==> src/rtl/count_step_checker_step_predict.sv <==
// step_predict: legal next value of the counter and wrap classification of the current step
module step_predict #(
    parameter int WIDTH = 4
) (
    input  logic [WIDTH-1:0] prev_count,
    input  logic             prev_ud,
    input  logic [WIDTH-1:0] Count,
    output logic [WIDTH-1:0] expected,
    output logic             match,
    output logic             is_wrap_up,
    output logic             is_wrap_dn
);
    always_comb begin
        expected   = prev_ud ? prev_count + 1'b1 : prev_count - 1'b1;
        match      = Count == expected;
        is_wrap_up = prev_ud && prev_count == {WIDTH{1'b1}};
        is_wrap_dn = !prev_ud && prev_count == '0;
    end
endmodule

==> config.mk <==
export PLATFORM = sky130hd
export DESIGN_NAME = step_predict
export DESIGN_NICKNAME = d
export VERILOG_FILES = /design/src/rtl/count_step_checker_step_predict.sv
export SDC_FILE = /design/constraint.sdc
export NUM_CORES = 1
export LEC_CHECK = 0
export ABC_AREA = 1
export BUFFER_PORTS_ARGS = -buffer_cell sky130_fd_sc_hd__buf_4
export CAP_MARGIN = 20
export CORE_AREA = 2 2 39 41
export DETAILED_ROUTE_END_ITERATION = 6
export DIE_AREA = 0 0 41 43
export PLACE_DENSITY = 0.5
export SETUP_SLACK_MARGIN = 0.4
export SYNTH_ARGS = -nofsm -noshare
export SYNTH_HDL_FRONTEND = slang
export SYNTH_SLANG_ARGS = --single-unit
==> constraint.sdc <==
create_clock -name vclk -period 3.6
set_clock_uncertainty 0.05 [all_clocks]
set_input_delay 0.36 -clock vclk [all_inputs]
set_output_delay 0.36 -clock vclk [all_outputs]
set_load 0.05 [all_outputs]
### After elaboration in Yosys (flattened, before gate mapping)

Cells that the tools add are included.

* $mul: 0
* add/subtract/negate cells: 2
* magnitude comparators: 0
* muxes and demuxes: 1
* shifts and indexed selects: 0
* bitwise operators: 0
* reductions and logical operators: 4
* eq/ne operators: 2
* div/mod/pow operators: 0

Operator list (count)
* 4-bit by 1-bit adder with 4-bit output, second input constant: 1
* 4-bit equality test: 1
* 4-bit equality test, second input constant: 1
* 4-bit zero test: 1
* 4-bit two-way mux: 1
* 4-bit by 1-bit subtractor with 4-bit output, second input constant: 1
* 1-bit logical AND: 2
* 1-bit zero test: 1

* bits in writable memories: 0
* bits in read-only memories: 0
* bits in latches: 0
* register bits: 0
* output and inout port bits: 7
* word-level logic and storage cells: 9
* memories kept: 0

### Depth between registers and ports, before layout

Gate-level depths: netlist (run 1).

* word-level depth: 3
* mapped depth: 9

### Worst setup path before layout (run 1)

OpenSTA, ideal clock, no wires.

* kind: in2out
* start: input prev_count[0]
* end: output match
* arrival time: 2.340 ns
* path slack: 0.850 ns
* path buffers: 0
* stages on the path: 6
* path through: inv_1 -> fa_1 -> xnor2_1 -> nand2_1 -> nand4_1 -> nor2_2

* longest elaborated chain between the ends: 3
* elaborated cells between the ends (all ways): 4
* those cells by class: 2 x add/sub; 1 x eq/ne; 1 x mux

RTL lines
* start: declaration: RTL line 5 `input logic [WIDTH-1:0] prev_count,`
* 4-bit by 1-bit subtractor with 4-bit output / 4-bit by 1-bit adder with 4-bit output (equally long branches): RTL line 14 `expected = prev_ud ? prev_count + 1'b1 : prev_count - 1'b1;`
* 4-bit two-way mux *: RTL line 14
* named net expected[2]: RTL line 8 `output logic [WIDTH-1:0] expected,`
* 4-bit equality test *: RTL line 15 `match = Count == expected;`
* end: declaration: RTL line 9 `output logic match,`

The timed path passes the listed nets; every way through them passes the cells marked *.

### Final worst setup path (run 1)

* start: input prev_count[0]
* end: output match

* longest elaborated chain between the ends: 3
* elaborated cells between the ends (all ways): 4
* those cells by class: 2 x add/sub; 1 x eq/ne; 1 x mux

RTL lines (RTL line)
* 4-bit by 1-bit subtractor with 4-bit output / 4-bit by 1-bit adder with 4-bit output (equally long branches): 14
* 4-bit two-way mux *: 14
* 4-bit equality test *: 15

Every way passes the cells marked *; elsewhere a longest branch is shown, timed or not.

==> results.json, run 1 <==
{
  "multi_input_comb_area_sq_um": 215,
  "totalWireLength_um": 549,
  "area_occupied_by_registers_sq_um": 0,
  "worst-slew-pin-transition_ps": 229,
  "gp_congestion": 0.757,
  "ratio_of_cells_with_drive_above_1_in_the_final_layout_pct": 42.1,
  "total_power_per_unit_cell_area_nw_per_um2": 221,
  "floorplan.die.height_um": 43,
  "initial_utilization_pct": 17.7,
  "cts_hold_buffers": 0,
  "synth_seq_area_share_pct": 0,
  "placeableCoreArea_sq_um": 1380,
  "fill_cells": 167,
  "drv_cap": 0,
  "postSynthCellCount": 41,
  "layout.sequential_cells": 0,
  "grt_antenna_before_repair": 0,
  "antenna_left": 0,
  "grt_pass1_wl_um": 862,
  "cp-start-kind": "primary input",
  "nNetsFinal": 71,
  "synth_warnings": 0,
  "post_cts_buffers": 0,
  "synth_cell_type_count": 16,
  "max_slew_margin_pct": 84.6,
  "run_status": "complete, no violations",
  "total_inserted_antenna_cells": 0,
  "boundaryPins": 16,
  "worstSetupStartpoint": "prev_count[0]",
  "fp.dieW_um": 41,
  "timing.critical_path.fanout_max": 6,
  "syn_area_per_cell_sq_um": 5.98,
  "grt_max_degree": 7,
  "mapped_nets": 53,
  "fin_setup_tns_ps": 0,
  "wl_per_cell_um": 7.52,
  "worst-setup-path-type": "primary input to primary output",
  "final.min_clock_period_ps": 2090,
  "grt.total_usage_pct": 6.30,
  "rsz0062_at_grt": "no",
  "drt_iter0_drc": 5,
  "postCtsResizedCells": 0,
  "cp.arrival_ps": 1680,
  "dr_total_vias": 311,
  "hp-start": "prev_count[2]",
  "floorplan.rows": 14,
  "area_delta_synth_final_pct": 57.1,
  "total_leakage_power_nw": 0.222,
  "synthesis.area_sq_um": 245,
  "grt_overflow_total": 0,
  "portBuffers": 16,
  "layout.core_utilization_pct": 27.8,
  "drt_drc_violations_left": 0,
  "grt_pass1_vias": 243,
  "power.ir.vdd_worst_v": 0.0000440,
  "die_area_sq_um": 1760,
  "place_hpwl_um": 509,
  "via_per_inst": 4.26,
  "hold_removal_path_class": "primary input to primary output",
  "achievable-frequency_mhz": 477,
  "final_hold_viol_count": 0,
  "setup_violations": 0,
  "period_share_pct": 58.2,
  "endpoint_kind": "primary output",
  "clkbuf_count": 0,
  "number_of_pins_with_negative_max_slew_slack_in_the_final_report": 0,
  "required_time_at_the_endpoint_of_the_critical_path_ps": 3190,
  "drt_pre_antenna_iters": 5
}
through the flow:
step | power [mW] | area, sq um | setup WS (ps) | hold slack [ps] | instances
final | 0.0853 | 385 | 1510 | 988 | 73
after global routing | 0.0931 | 385 | 1420 | 1010 | 73
after CTS | 0.0862 | 385 | 1490 | 993 | 73
after detailed placement | 0.0860 | 385 | 1490 | 992 | 73
after global placement | 0.0858 | 385 | 1490 | 989 | 73
after floorplan | 0.0599 | 245 | 850 | 848 | 41
layout make-up:
cell class	count	share of cell area, %
inverter	8	7.79
multi-input combinational	33	55.8
tap	16	5.19
timing repair buffer	16	31.2
critical path: stages:
cell and delay [ps]:
buf_4 120, inv_1 70, fa_1 560, xor2_1 140, nand4_1 120, nor2_2 110, buf_4 190
power breakdown:
group	internal, mW	switching, mW
Sequential	0	0
Combinational	0.0311	0.0542
Clock	0	0
cell usage after synthesis, drive strengths merged:
library cell	n	share of area, %
fa	1	8.2
a21oi	1	2.0
nand3	5	14
inv	8	12
xnor2	1	3.6
nand4	1	2.6
xor2	3	11
or2	1	2.6
nor2	3	5.6
ha	2	10
nand2	14	26
nor4	1	2.6
cells by family after synthesis:
family / after synthesis / share of synthesized area (%)
and+or+nand+nor: 25 / 53.1
AOI/OAI and AO/OA: 1 / 2.04
buffers and inverters: 8 / 12.2
xor gates and xnor gates: 4 / 14.3
adders and majority gates: 3 / 18.4
cell usage in the layout, fill, tap and decap left out, types with 2 or more instances in the layout:
cell type  Yosys  final
nand3_1        3      3
inv_1          7      7
ha_1           2      2
nor2_1         2      2
xor2_1         3      3
nand2_1       10     10
nand3_2        2      2
nand2_2        4      4
buf_4          0     16
worst paths after layout:
check,cells after the start,to,slack [ps]
hold / removal,3,is_wrap_dn,990
setup / recovery,7,match,1510
layer usage:
layer,vias to the layer above,share of wire (%),track usage [%],routed length (um)
met3,0,6.0,0,33
met4,0,0,0,0
met5,-,0,0,0
met2,9,54,11.9,296
li1,160,-,-,-
met1,142,40,7.94,219
(Power assumes the default switching activity.)
==> run 2, diff against run 1 <==
==> constraint.sdc (replaced) <==
create_clock -name vclk -period 1.99
set_clock_uncertainty 0.05 [all_clocks]
set_input_delay 0.199 -clock vclk [all_inputs]
set_output_delay 0.199 -clock vclk [all_outputs]
set_load 0.05 [all_outputs]
==> results.json, run 2 (synthesis gave the netlist of run 1 again) <==
{
  "run_status": "complete, no violations",
  "achievable-frequency_mhz": 591,
  "portBuffers": 16,
  "period_share_pct": 85.0,
  "critical_path_buf_inv_count": 2,
  "mostFrequentLayoutCell": "buf_4",
  "drt_drc_violations_left": 0,
  "fin_setup_tns_ps": 0,
  "number_of_pins_with_negative_max_slew_slack_in_the_final_report": 0,
  "worst-setup-path-type": "primary input to primary output",
  "multi_input_comb_area_sq_um": 260,
  "totalWireLength_um": 540,
  "cp.arrival_ps": 1440,
  "nNetsFinal": 71,
  "fill_cells": 147,
  "final.min_clock_period_ps": 1690,
  "clkbuf_count": 0,
  "via_per_inst": 3.93,
  "endpoint_kind": "primary output",
  "cp-start-kind": "primary input",
  "placeableCoreArea_sq_um": 1380,
  "holdPathStages": 3,
  "rsz0062_at_grt": "yes",
  "area_occupied_by_registers_sq_um": 0,
  "total_power_per_unit_cell_area_nw_per_um2": 393,
  "timing.critical_path.fanout_max": 3,
  "grt_antenna_before_repair": 0,
  "total_leakage_power_nw": 0.234,
  "place_ws_ps": 147,
  "die_area_sq_um": 1760,
  "dr_total_vias": 287,
  "cell_family_with_most_cp_delay": "adder cells",
  "grt_pass1_wl_um": 814,
  "setup_ws_ps": 298,
  "grt_max_degree": 7,
  "power.internal_uw": 72.6,
  "boundaryPins": 16,
  "floorplan.rows": 14,
  "power.share.clock_pct": 0,
  "drt_pre_antenna_iters": 2,
  "fp.dieW_um": 41,
  "total_inserted_antenna_cells": 0,
  "floorplan.die.height_um": 43,
  "hold_removal_path_class": "primary input to primary output",
  "cp_slowest_stage_delay_ps": 570,
  "grt_pass1_vias": 215,
  "place_hpwl_um": 505,
  "wl_per_cell_um": 7.40,
  "required_time_at_the_endpoint_of_the_critical_path_ps": 1740,
  "drv_cap": 0,
  "layout.sequential_cells": 0,
  "timing.critical_path.depth": 6,
  "area_delta_synth_final_pct": 84.7,
  "cts_hold_buffers": 0,
  "power_switching_share_pct": 59.2,
  "antenna_left": 0,
  "grt_overflow_total": 0,
  "layout_common_cells": "buf_4 (12), nand2_1 (10), inv_1 (5), nand2_2 (4)",
  "worst-slew-pin-transition_ps": 211,
  "grt.total_usage_pct": 6.21,
  "final_hold_viol_count": 0,
  "gp_congestion": 0.732,
  "power.ir.vdd_worst_v": 0.0000982,
  "critical_path.cell_chain": "buf_8 -> fa_2 -> xor2_1 -> nand4_1 -> nor2_4 -> buf_6",
  "setup_violations": 0,
  "max_slew_margin_pct": 85.8,
  "net_switching_power_uw": 105,
  "power.share.combinational_pct": 100.0,
  "drt_iter0_drc": 1,
  "seq_power_share_pct": 0,
  "ratio_of_cells_with_drive_above_1_in_the_final_layout_pct": 52.6,
  "initial_utilization_pct": 17.7,
  "critical_path.slowest_cell": "fa_2"
}
==> run 2: cell counts in the layout (fill, tap and decap cells not counted) <==
Identical to the previous run, type by type.
==> run 2: final cells by class <==
class | instances | share of cell area (%)
tap | 16 | 4.42
inverter | 8 | 6.63
multi-input combinational | 33 | 57.5
timing repair buffer | 16 | 31.5
==> run 2: power by group through the flow <==
stage | combinational [mW] | sequential (mW) | clock (mW)
after global routing | 0.191 | 0 | 0
after detailed placement | 0.170 | 0 | 0
after floorplan | 0.122 | 0 | 0
after CTS | 0.177 | 0 | 0
final | 0.178 | 0 | 0
after global placement | 0.170 | 0 | 0
==> run 2: final timing paths <==
kind | from | endpoint | slack, ps
setup / recovery | prev_ud | match | 300
hold / removal | prev_count[1] | is_wrap_dn | 650
==> run 2: per-layer routing <==
metal / wire length, um / global-route usage (%) / vias up
li1: - / - / 159
met1: 220 / 8.28 / 120
met2: 281 / 11.3 / 8
met3: 38 / 0 / 0
met4: 0 / 0 / 0
met5: 0 / 0 / -
==> run 2: what timing repair did <==
item                                    in CTS  in global routing
gates resized for setup                      9                  1
hold endpoints to repair                     0                  0
pin swaps                                    4                  3
endpoints found under the setup margin       2                  2
buffers inserted                             0                  0
==> run 2: stage by stage <==
step | instances | total power, mW | utilization (%) | hold WS (ps) | instance area, sq um
2_1_floorplan | 41 | 0.122 | - | 451 | 278
3_3_place_gp | 73 | 0.170 | 30.2 | 668 | 418
3_5_place_dp | 73 | 0.170 | 30.2 | 667 | 418
4_1_cts | 73 | 0.177 | 32.0 | 655 | 443
5_1_grt | 73 | 0.191 | 32.7 | 667 | 453
6_report | 73 | 0.178 | 32.7 | 654 | 453
==> run 3, diff against run 2 <==
--- a/config.mk
+++ b/config.mk
@@ -5,13 +5,12 @@
 export SDC_FILE = /design/constraint.sdc
 export NUM_CORES = 1
 export LEC_CHECK = 0
-export ABC_AREA = 1
 export BUFFER_PORTS_ARGS = -buffer_cell sky130_fd_sc_hd__buf_4
 export CAP_MARGIN = 20
 export CORE_AREA = 2 2 39 41
 export DETAILED_ROUTE_END_ITERATION = 6
 export DIE_AREA = 0 0 41 43
-export PLACE_DENSITY = 0.5
+export PLACE_DENSITY = 0.48
 export SETUP_SLACK_MARGIN = 0.4
 export SYNTH_ARGS = -nofsm -noshare
 export SYNTH_HDL_FRONTEND = slang
==> results.json, run 3 <==
{
  "critical_path_buf_inv_count": 3,
  "fp.dieW_um": 41,
  "timing.critical_path.fanout_max": 2,
  "critical_path.cell_chain": "buf_8 -> clkinvlp_4 -> fa_2 -> xor2_1 -> nand2_1 -> a211oi_4 -> buf_6",
  "synthesis.area_sq_um": 210,
  "total_leakage_power_nw": 0.212,
  "mapped_nets": 37,
  "antenna_left": 0,
  "postPlaceCellArea_sq_um": 419,
  "cts_hold_buffers": 0,
  "mux_share_of_post_synthesis_cell_area_pct": 0,
  "endpoint_kind": "primary output",
  "commonest_cells_post_synth": "inv_1 (4), xor2_1 (4)",
  "postSynthCellCount": 25,
  "layout.core_utilization_pct": 34.2,
  "area_delta_synth_final_pct": 125,
  "cell_family_with_most_cp_delay": "adder cells",
  "synth_fa_ha_area_share_pct": 21.4,
  "via_per_inst": 3.88,
  "total_power_per_unit_cell_area_nw_per_um2": 436,
  "synth_xor_area_share_pct": 36.9,
  "grt_pass1_vias": 240,
  "hold_removal_path_class": "primary input to primary output",
  "grt_overflow_total": 0,
  "final_hold_viol_count": 0,
  "run_status": "complete, no violations",
  "gp_congestion": 0.679,
  "grt.total_usage_pct": 7.53,
  "max_slew_margin_pct": 74.5,
  "cp.arrival_ps": 1500,
  "cp-start-kind": "primary input",
  "die_area_sq_um": 1760,
  "period_share_pct": 87.8,
  "wl_per_cell_um": 9.41,
  "floorplan.rows": 14,
  "mostFrequentLayoutCell": "buf_4",
  "rsz0062_at_grt": "yes",
  "grt.busiest_layer": "met2",
  "fin_setup_tns_ps": 0,
  "final.min_clock_period_ps": 1750,
  "fill_cells": 144,
  "boundaryPins": 16,
  "drt_iter0_drc": 0,
  "area_fraction_of_the_dominant_cell_type_after_synthesis_pct": 16.7,
  "synth_seq_area_share_pct": 0,
  "ys_top_cells_by_area": "xor2_1 (17%), ha_1 (12%), xor3_2 (12%)",
  "placeableCoreArea_sq_um": 1380,
  "syn_area_per_cell_sq_um": 8.41,
  "cp_slowest_stage_delay_ps": 550,
  "place_hpwl_um": 491,
  "area_occupied_by_registers_sq_um": 0,
  "synth_cell_type_count": 15,
  "use_met1_pct": 10.6,
  "totalWireLength_um": 555,
  "hp-start": "prev_ud",
  "hold_path_end": "is_wrap_up",
  "drv_cap": 0,
  "critical_path.slowest_cell": "fa_2",
  "worst-setup-path-type": "primary input to primary output",
  "dr_total_vias": 229,
  "portBuffers": 16,
  "nNetsFinal": 57,
  "post_synth_and_or_nand_nor_area_fraction_pct": 20.8,
  "total_inserted_antenna_cells": 0,
  "initial_utilization_pct": 15.2,
  "layout_common_cells": "buf_4 (14), inv_1 (3), xor2_1 (3), buf_6 (3)",
  "synth_top_family_by_area": "XOR/XNOR gates",
  "ratio_of_cells_with_drive_above_1_in_the_final_layout_pct": 72.1,
  "grt_antenna_before_repair": 0,
  "synth_compound_area_share_pct": 13.7,
  "clkbuf_count": 0,
  "holdPathStages": 4,
  "achievable-frequency_mhz": 572,
  "power.ir.vdd_worst_v": 0.000126,
  "grt_max_degree": 7,
  "finish.instance_area_sq_um": 473,
  "gr-usage-met3_pct": 0,
  "grt_pass1_wl_um": 986,
  "drt_drc_violations_left": 0,
  "required_time_at_the_endpoint_of_the_critical_path_ps": 1740,
  "floorplan.die.height_um": 43,
  "drt_pre_antenna_iters": 1,
  "holdWs_ps": 740,
  "synth_warnings": 0,
  "layout.sequential_cells": 0,
  "setup_violations": 0,
  "global_route.usage.met2_pct": 13.1,
  "number_of_pins_with_negative_max_slew_slack_in_the_final_report": 0,
  "yosys.area.top_type": "xor2_1",
  "worst-slew-pin-transition_ps": 381,
  "worstSetupStartpoint": "prev_count[0]"
}
run 3: per-layer routing:
metal | share of wire [%] | vias up
met3 | 4.5 | 0
met4 | 0 | 0
met2 | 57 | 5
met5 | 0 | -
li1 | - | 119
met1 | 39 | 105
run 3: worst min-delay path: cells and delay by family:
| family | cells | cell delay (ps) |
|---|---|---|
| buffers and inverters | 2 | 290 |
| and+or+nand+nor | 2 | 100 |
run 3: cell families after synthesis:
| group | after synthesis |
|---|---|
| AND/OR/NAND/NOR | 8 |
| XOR/XNOR | 7 |
| buffers and inverters | 4 |
| AO/OA/AOI/OAI | 3 |
| adder cells (fa/ha/maj) | 3 |
run 3: cell type report:
type	count	area [sq um]	share of cell area, %
Tap cell	16	20.0	4.23
Inverter	4	18.8	3.97
Timing Repair Buffer	18	154	32.5
Multi-Input combinational cell	21	280	59.3
run 3: what timing repair did:
item,CTS,global route
gates cloned,0,0
pin swaps,3,3
buffers inserted,1,0
gates resized for setup,7,3
endpoints found under the setup margin,2,2
run 3: report_power, final:
part | switching, mW | leakage, nW | total, mW | internal [mW]
logic | 0.115 | 0.212 | 0.206 | 0.0911
clock network | 0 | 0 | 0 | 0
registers | 0 | 0 | 0 | 0
run 3: worst max path at each step:
stage / cells past startpoint / slack (ps) / end
2_1_floorplan: 5 / -230 / match
3_3_place_gp: 7 / 120 / match
3_5_place_dp: 7 / 120 / match
4_1_cts: 7 / 230 / match
5_1_grt: 7 / 140 / match
6_report: 7 / 240 / match
run 3: metrics by stage:
step                instances  setup WS (ps)  power, mW
finish                     59            242      0.206
global route               59            143      0.221
CTS                        59            235      0.200
detailed placement         58            116      0.190
global placement           58            120      0.190
floorplan                  25           -228      0.138
